## config.mk

```make
export PLATFORM = sky130hd
export DESIGN_NAME = sprite_layer_arbiter
export DESIGN_NICKNAME = d
export VERILOG_FILES = /design/src/rtl/sprite_pkg.sv /design/src/rtl/layer_priority_enc.sv /design/src/rtl/sprite_layer_arbiter.sv
export SDC_FILE = /design/constraint.sdc
export NUM_CORES = 1
export LEC_CHECK = 0
export CAP_MARGIN = 20
export CORE_UTILIZATION = 56
export DETAILED_ROUTE_END_ITERATION = 8
export DONT_BUFFER_PORTS = 1
export PLACE_DENSITY = 0.71
export SLEW_MARGIN = 20
export SYNTH_ARGS = -nofsm -noshare
export SYNTH_HDL_FRONTEND = slang
export SYNTH_SLANG_ARGS = --single-unit
export TNS_END_PERCENT = 1
```

## constraint.sdc

```tcl
create_clock -name Clk -period 3 [get_ports Clk]
set_input_delay 0.9 -clock Clk [delete_from_list [all_inputs] [get_ports Clk]]
set_output_delay 0.9 -clock Clk [all_outputs]
set_load 0.02 [all_outputs]
```

## src/rtl/sprite_pkg.sv

```systemverilog
// Shared types and constants for the sprite layer arbiter and its palette interface.
package sprite_pkg;

  localparam int unsigned PAL_DEPTH = 256;

  typedef logic [11:0] rgb12_t;
  typedef logic [7:0]  pal_idx_t;

  localparam pal_idx_t TRANSPARENT_IDX_DFLT = 8'd0;

  function automatic rgb12_t pack_rgb(input logic [3:0] r, input logic [3:0] g,
                                      input logic [3:0] b);
    return {r, g, b};
  endfunction

endpackage

```

## src/rtl/layer_priority_enc.sv

```systemverilog
// Fixed-priority encoder: lowest-numbered set bit of eligible wins.
module layer_priority_enc #(
  parameter int unsigned N  = 4,
  parameter int unsigned LW = (N > 1) ? $clog2(N) : 1
) (
  input  logic [N-1:0]  eligible,
  output logic          hit,
  output logic [LW-1:0] id
);

  always_comb begin
    hit = |eligible;
    id  = '0;
    // Scan downwards so the lowest set index is the last one written.
    for (int i = int'(N) - 1; i >= 0; i--) begin
      if (eligible[i]) id = LW'(i);
    end
  end

endmodule

```

## src/rtl/sprite_layer_arbiter.sv

```systemverilog
// Two-stage per-pixel sprite layer arbiter feeding a shared palette lookup.
// Optional blinking layers are compiled in with SPRITE_FLASH_EN.
module sprite_layer_arbiter
  import sprite_pkg::*;
#(
  parameter int unsigned NUM_LAYERS      = 4,
  parameter pal_idx_t    TRANSPARENT_IDX = TRANSPARENT_IDX_DFLT,
  parameter int unsigned LW              = $clog2(NUM_LAYERS)
) (
  input  logic                    Clk,
  input  logic                    Reset_n,
  input  logic                    frame_start,
  input  logic                    pix_valid,
  input  logic [NUM_LAYERS-1:0]   layer_hit,
  input  logic [NUM_LAYERS*8-1:0] layer_idx,
  input  logic [NUM_LAYERS-1:0]   layer_en_next,
  input  logic [NUM_LAYERS-1:0]   flash_mask,
  input  logic [11:0]             bg_rgb,
  output logic [7:0]              pal_index,
  input  logic [3:0]              pal_red,
  input  logic [3:0]              pal_green,
  input  logic [3:0]              pal_blue,
  output logic [11:0]             out_rgb,
  output logic                    out_valid,
  output logic [LW-1:0]           out_layer,
  output logic                    out_hit,
  output logic [7:0]              frame_cnt
);

  logic [NUM_LAYERS-1:0] en_active;
  logic [NUM_LAYERS-1:0] flash_block;
  logic [NUM_LAYERS-1:0] eligible;
  logic                  win_hit;
  logic [LW-1:0]         win_layer;
  pal_idx_t              win_idx;

  logic                  s1_valid;
  logic                  s1_hit;
  logic [LW-1:0]         s1_layer;
  pal_idx_t              s1_idx;
  rgb12_t                bg_rgb_s1;

`ifdef SPRITE_FLASH_EN
  // Registered frame count, so blink phase only changes on a frame boundary.
  assign flash_block = flash_mask & {NUM_LAYERS{frame_cnt[3]}};
`else
  logic unused_flash_mask;
  assign unused_flash_mask = ^flash_mask;
  assign flash_block       = '0;
`endif

  // Double-buffered enables and frame counter.
  always_ff @(posedge Clk or negedge Reset_n) begin
    if (!Reset_n) begin
      en_active <= '0;
      frame_cnt <= 8'd0;
    end else if (frame_start) begin
      en_active <= layer_en_next;
      frame_cnt <= frame_cnt + 8'd1;
    end
  end

  always_comb begin
    eligible = '0;
    for (int i = 0; i < int'(NUM_LAYERS); i++) begin
      eligible[i] = layer_hit[i] & en_active[i] & ~flash_block[i] &
                    (layer_idx[8*i +: 8] != TRANSPARENT_IDX);
    end
  end

  layer_priority_enc #(
    .N  (NUM_LAYERS),
    .LW (LW)
  ) u_prio (
    .eligible (eligible),
    .hit      (win_hit),
    .id       (win_layer)
  );

  always_comb begin
    win_idx = '0;
    for (int i = 0; i < int'(NUM_LAYERS); i++) begin
      if (win_layer == LW'(i)) win_idx = layer_idx[8*i +: 8];
    end
  end

  // Stage 1: winner selection; payload holds across bubbles.
  always_ff @(posedge Clk or negedge Reset_n) begin
    if (!Reset_n) begin
      s1_valid  <= 1'b0;
      s1_hit    <= 1'b0;
      s1_layer  <= '0;
      s1_idx    <= '0;
      bg_rgb_s1 <= '0;
    end else begin
      s1_valid <= pix_valid;
      if (pix_valid) begin
        s1_hit    <= win_hit;
        s1_layer  <= win_layer;
        s1_idx    <= win_hit ? win_idx : pal_idx_t'(0);
        bg_rgb_s1 <= bg_rgb;
      end
    end
  end

  assign pal_index = s1_idx;

  // Stage 2: capture palette response or background.
  always_ff @(posedge Clk or negedge Reset_n) begin
    if (!Reset_n) begin
      out_valid <= 1'b0;
      out_rgb   <= '0;
      out_layer <= '0;
      out_hit   <= 1'b0;
    end else begin
      out_valid <= s1_valid;
      if (s1_valid) begin
        out_rgb   <= s1_hit ? pack_rgb(pal_red, pal_green, pal_blue) : bg_rgb_s1;
        out_layer <= s1_layer;
        out_hit   <= s1_hit;
      end
    end
  end

endmodule

```

# Word-level counts from Yosys, hierarchy flattened
# Index checks and enable logic that the tools add are counted.
# Widths: inputs -> output; s select.
# totals
input_bits	72
register_bits	52
wordCells	39
# classes
bitwise_logic	8
n_eq_ne	3
reduce_logical	6
muxes	10
n_addsub	1
# ops
cell	count
$mux 8	5
$reduce_bool 8->1	4
$mux 12	1
$add 8x1->8 const B	1
$and 1x1->1	8
$mux 2	4
$eq 2x2->1 const B	2
$reduce_or 4->1	1
$eq 2x1->1 const B	1
$logic_not 2->1	1

# Longest topological paths before layout
# depth
ltp_word	12
ltp_mapped	7

# Cells and area by module
# Synthesis repeated with hierarchy kept, for this count alone.
# unflattened
cells_unflattened	195
hier_area_um2	2382.3
# modules_own_cells
mod	area_per_inst_um2	seq_area_each_um2	cells_per_inst	instances
sprite_layer_arbiter	2347.3	1301.2	188	1
layer_priority_enc	35.0	0.0	7	1

# Worst setup path before layout
# OpenSTA, ideal clock, no wires.
# synth_path
path_kind	input-to-reg
from	input port layer_idx[12]
to	register s1_hit
arrival_ns	2.298
path_stages	6
setup_slack_ns	0.565
cell_sequence	or4_4 o211a_1 or2_1 buf_6 nor3b_2 a21oi_1
# synth_via
elab_chain_len	3
# synth_lines
element	line_no	text
from (decl)	sprite_layer_arbiter.sv:15	input logic [NUM_LAYERS*8-1:0] layer_idx,
$reduce_bool 8->1	sprite_layer_arbiter.sv:67	(layer_idx[8*i +: 8] != TRANSPARENT_IDX);
$and 1x1->1	sprite_layer_arbiter.sv:66	eligible[i] = layer_hit[i] & en_active[i] & ~flash_block[i] &
$reduce_or 4->1	layer_priority_enc.sv:12	hit = |eligible;
to (signal assigned)	sprite_layer_arbiter.sv:98	s1_hit <= win_hit;
to (decl)	sprite_layer_arbiter.sv:38	logic s1_hit;
# No other way between the ends.
# A chain may end at the register's enable or synchronous reset.

# Final worst setup path
# layout_path
from	input port layer_hit[3]
to	register s1_idx[0] (netlist: pal_index[0])
# layout_via
elab_chain_len	12
elab_cells_between_ends	16
cone_classes	eq/ne (3); mux (9); bitwise (2); reduce/logical (2)
# layout_lines
element	line_no	text
from (decl)	sprite_layer_arbiter.sv:14	input logic [NUM_LAYERS-1:0] layer_hit,
$and 1x1->1 * (2 in a row)	sprite_layer_arbiter.sv:66	
$mux 2 (4 in a row)	layer_priority_enc.sv:16	if (eligible[i]) id = LW'(i);
$logic_not 2->1	sprite_layer_arbiter.sv:83	if (win_layer == LW'(i)) win_idx = layer_idx[8*i +: 8];
$mux 8 (4 in a row)	sprite_layer_arbiter.sv:83	
$mux 8 *	sprite_layer_arbiter.sv:100	s1_idx <= win_hit ? win_idx : pal_idx_t'(0);
to (signal assigned)	sprite_layer_arbiter.sv:100	
to (decl)	sprite_layer_arbiter.sv:40	pal_idx_t s1_idx;
# Every way passes the cells marked *; elsewhere a longest branch is shown, timed or not.

==> out/qor.txt <==
data required time of the critical path -> 3.22 ns
period utilization -> 0.770
routability-driven placement congestion ratio -> 0.791
Avg WL per Cell -> 18.9 um
delay of the slowest cell on the worst path -> 0.51 ns
x dimension of the die -> 68.7 um
final-layout setup total negative slack -> 0 ns
wire length of the first global-routing pass -> 7840 um
met2 track demand over resource -> 0.373
hold bufs inserted after CTS -> 0
Setup CP Type -> input pin to register
Post-Place Setup Slack -> 0.397 ns
area share of the largest cell type after synthesis -> 0.522
Setup Fix Bufs, Post-CTS -> 0
most common cell after layout, fill and taps aside -> sky130_fd_sc_hd__dfrtp_1
FFs w/ async S/R, synth -> 1.00
netlist area before placement -> 2490 um^2
DRT Wirelength -> 5240 um
area of combinational cells with multiple inputs -> 1100 um^2
Worst Setup Slack, final -> 0.690 ns
DP HPWL -> 3860 um
aggregate global-route resource usage -> 0.229
global routing usage on met3 -> 0.0757
met1 GRT Util -> 0.287
Final Max Slew Viols -> 0
Finished Layout Cells -> 277
number of warning messages in the yosys log -> 0
# resized after CTS -> 0
crit path launch type -> input pin
clock root buffer master -> sky130_fd_sc_hd__clkbuf_8
shortest period the worst path allows -> 2.31 ns
number of sinks handled by clock tree synthesis -> 52
setup repair after global routing missed its margin -> no
Critical Path Sink Type -> register
NumNets Final -> 300
I/O Buffers -> 0
antenna violations before repair -> 0
reg-to-reg setup timing slack -> 0.93 ns
Die Y-Extent -> 68.7 um
Die Outline Area -> 4720 um^2
Final ANT Viol Nets -> 0
total inserted antenna cells -> 0
critical path cell sequence -> and2_1 > a21boi_1 > nor2b_1 > o221ai_1 > a31oi_1
worst hold path type -> input pin to asynchronous set/reset pin
worst vdd rail ir drop -> 0.287 mV
Slew Limit Headroom -> 0.435
Starting DRT DRC Count -> 72
proportion of layout cells with a drive suffix above 1 -> 0.159
initial standard-cell utilization of the core -> 0.601
Clk Latency, worst-skew pair -> 0.29 ns
via count of the first global-routing pass -> 1776
Post-Synthesis Mean Instance Area -> 10.6 um^2
Layout area overhead -> 3.67%
sequential area share after synthesis -> 0.522
Max Fanout on Critical Path -> 9
clk slew on worst S/H paths -> 0.09 ns
arrival time of data at the critical path endpoint -> 2.53 ns
Distinct cells, synth -> 36
Layout fillers -> 344
row count -> 23
number of H-tree levels -> 2
# setup viols final -> 0
CP max stage cell -> sky130_fd_sc_hd__nor2b_1
Max-cap violations -> 0
number of synthesized flops with an enable pin -> 0
via count -> 1772
area of all sequential standard cells -> 1300 um^2
count of state elements after synthesis -> 52
most crowded layer after global routing -> met2
slew at the pin closest to its max-slew limit -> 0.848 ns
Core Region -> 4140 um^2
top post-synthesis cells by area -> sky130_fd_sc_hd__dfrtp_1 (52%), sky130_fd_sc_hd__mux2_2 (9.0%), sky130_fd_sc_hd__nand2_1 (5.3%), sky130_fd_sc_hd__mux2i_1 (4.8%), sky130_fd_sc_hd__o221ai_1 (2.8%)
Fmax achieved -> 0.433 GHz
GRT Residual Overflow -> 0
LEAKAGE -> 1.13 nW
power per unit of standard cell area -> 661 nW/um^2
Clock Skew -> 0.00545 ns
main flop type after synthesis -> sky130_fd_sc_hd__dfrtp_1
largest net degree at the start of global routing -> 53
net count after synthesis -> 307
count of boundary I/O pins -> 104
outcome -> finished clean
residual DRC count -> 0
length of the first detailed-routing pass in iterations -> 4
number of failing hold endpoints at the final stage -> 0
library cell with the largest summed area after synthesis -> sky130_fd_sc_hd__dfrtp_1
clock tree from TritonCTS -> done
instance count after placement with tap cells included -> 270
routed vias/inst -> 6.40
total CTS buffers -> 5
maximum root-to-sink buffer count -> 2
gate count after technology mapping -> 234
highest-count cells in the layout ignoring fill and taps -> sky130_fd_sc_hd__dfrtp_1 (52), sky130_fd_sc_hd__nand2_1 (35), sky130_fd_sc_hd__mux2_2 (20)
-- worst max-delay path, delay by kind of cell --
| kind | cells | cell delay (ns) |
|---|---|---|
| and+or+nand+nor | 2 | 0.83 |
| AOI/OAI and AO/OA | 3 | 0.78 |
-- state kept, by name, summed over array words and instances (netlist names) --
register and cells:
out_rgb 12, out_layer 2, pal_index 8, s1_hit 1, bg_rgb_s1 12, out_valid 1
s1_valid 1, s1_layer 2, en_active 4, out_hit 1, frame_cnt 8
-- synthesized netlist by cell type, types with 3 or more instances --
library cell	instances
sky130_fd_sc_hd__a21oi_1	13
sky130_fd_sc_hd__a31oi_1	8
sky130_fd_sc_hd__buf_2	3
sky130_fd_sc_hd__clkbuf_1	11
sky130_fd_sc_hd__dfrtp_1	52
sky130_fd_sc_hd__mux2_2	20
sky130_fd_sc_hd__mux2i_1	12
sky130_fd_sc_hd__nand2_1	35
sky130_fd_sc_hd__nand3_1	8
sky130_fd_sc_hd__nand4_1	3
sky130_fd_sc_hd__nor2_1	15
sky130_fd_sc_hd__nor4_1	4
sky130_fd_sc_hd__o221ai_1	8
sky130_fd_sc_hd__o22ai_1	8
sky130_fd_sc_hd__xnor2_1	4
sky130_fd_sc_hd__xor2_1	3
-- layer usage --
metal / share of wire / up-vias
li1: - / 828
met1: 0.41 / 845
met2: 0.48 / 92
met3: 0.093 / 7
met4: 0.012 / 0
met5: 0 / -
-- power breakdown --
group / internal (mW) / switching (mW) / total [mW]
Sequential: 0.823 / 0.250 / 1.07
Clock: 0.158 / 0.212 / 0.371
Combinational: 0.146 / 0.118 / 0.264
Total: 1.13 / 0.580 / 1.71
-- metrics by stage --
step           power (mW)  area [um^2]   util  hold slack (ns)
2_1_floorplan        1.29         2490      -            0.352
3_3_place_gp         1.33         2500  0.604            0.485
3_5_place_dp         1.35         2500  0.604            0.493
4_1_cts              1.72         2580  0.623            0.281
5_1_grt              1.80         2580  0.623            0.267
6_report             1.71         2580  0.623            0.289
-- layout make-up --
type                    count  share of cell area
inverters                   2             0.00291
repair buffers              4              0.0116
clock buffers               5              0.0266
multi-input cells         162               0.426
clock inverters             2             0.00484
well taps                  50              0.0242
flip-flops and latches     52               0.504
-- worst paths after layout --
kind                                           start                        end  cells past startpoint
setup / recovery                        layer_hit[3]   pal_index[0]$_DFFE_PN0P_                      5
hold / removal                               Reset_n   en_active[1]$_DFFE_PN0P_                      0
setup reg to reg            en_active[3]$_DFFE_PN0P_   pal_index[0]$_DFFE_PN0P_                      5
hold reg to reg            bg_rgb_s1[10]$_DFFE_PN0P_  bg_rgb_s1[10]$_DFFE_PN0P_                      1
max in group asynchronous                    Reset_n   bg_rgb_s1[8]$_DFFE_PN0P_                      0
min in group Clk           bg_rgb_s1[10]$_DFFE_PN0P_  bg_rgb_s1[10]$_DFFE_PN0P_                      1
-- cells by family (layout without fill, tap and decap cells) --
group,after synthesis,in the layout,synth area share
DFF,52,52,0.522
and+or+nand+nor,75,75,0.142
AOI/OAI and AO/OA,47,47,0.132
xor gates and xnor gates,7,7,0.0246
buffers and inverters,20,13,0.0362
adders and majority gates,1,1,0.00502
muxes,32,32,0.139
Power figures use the tool's default switching activity.
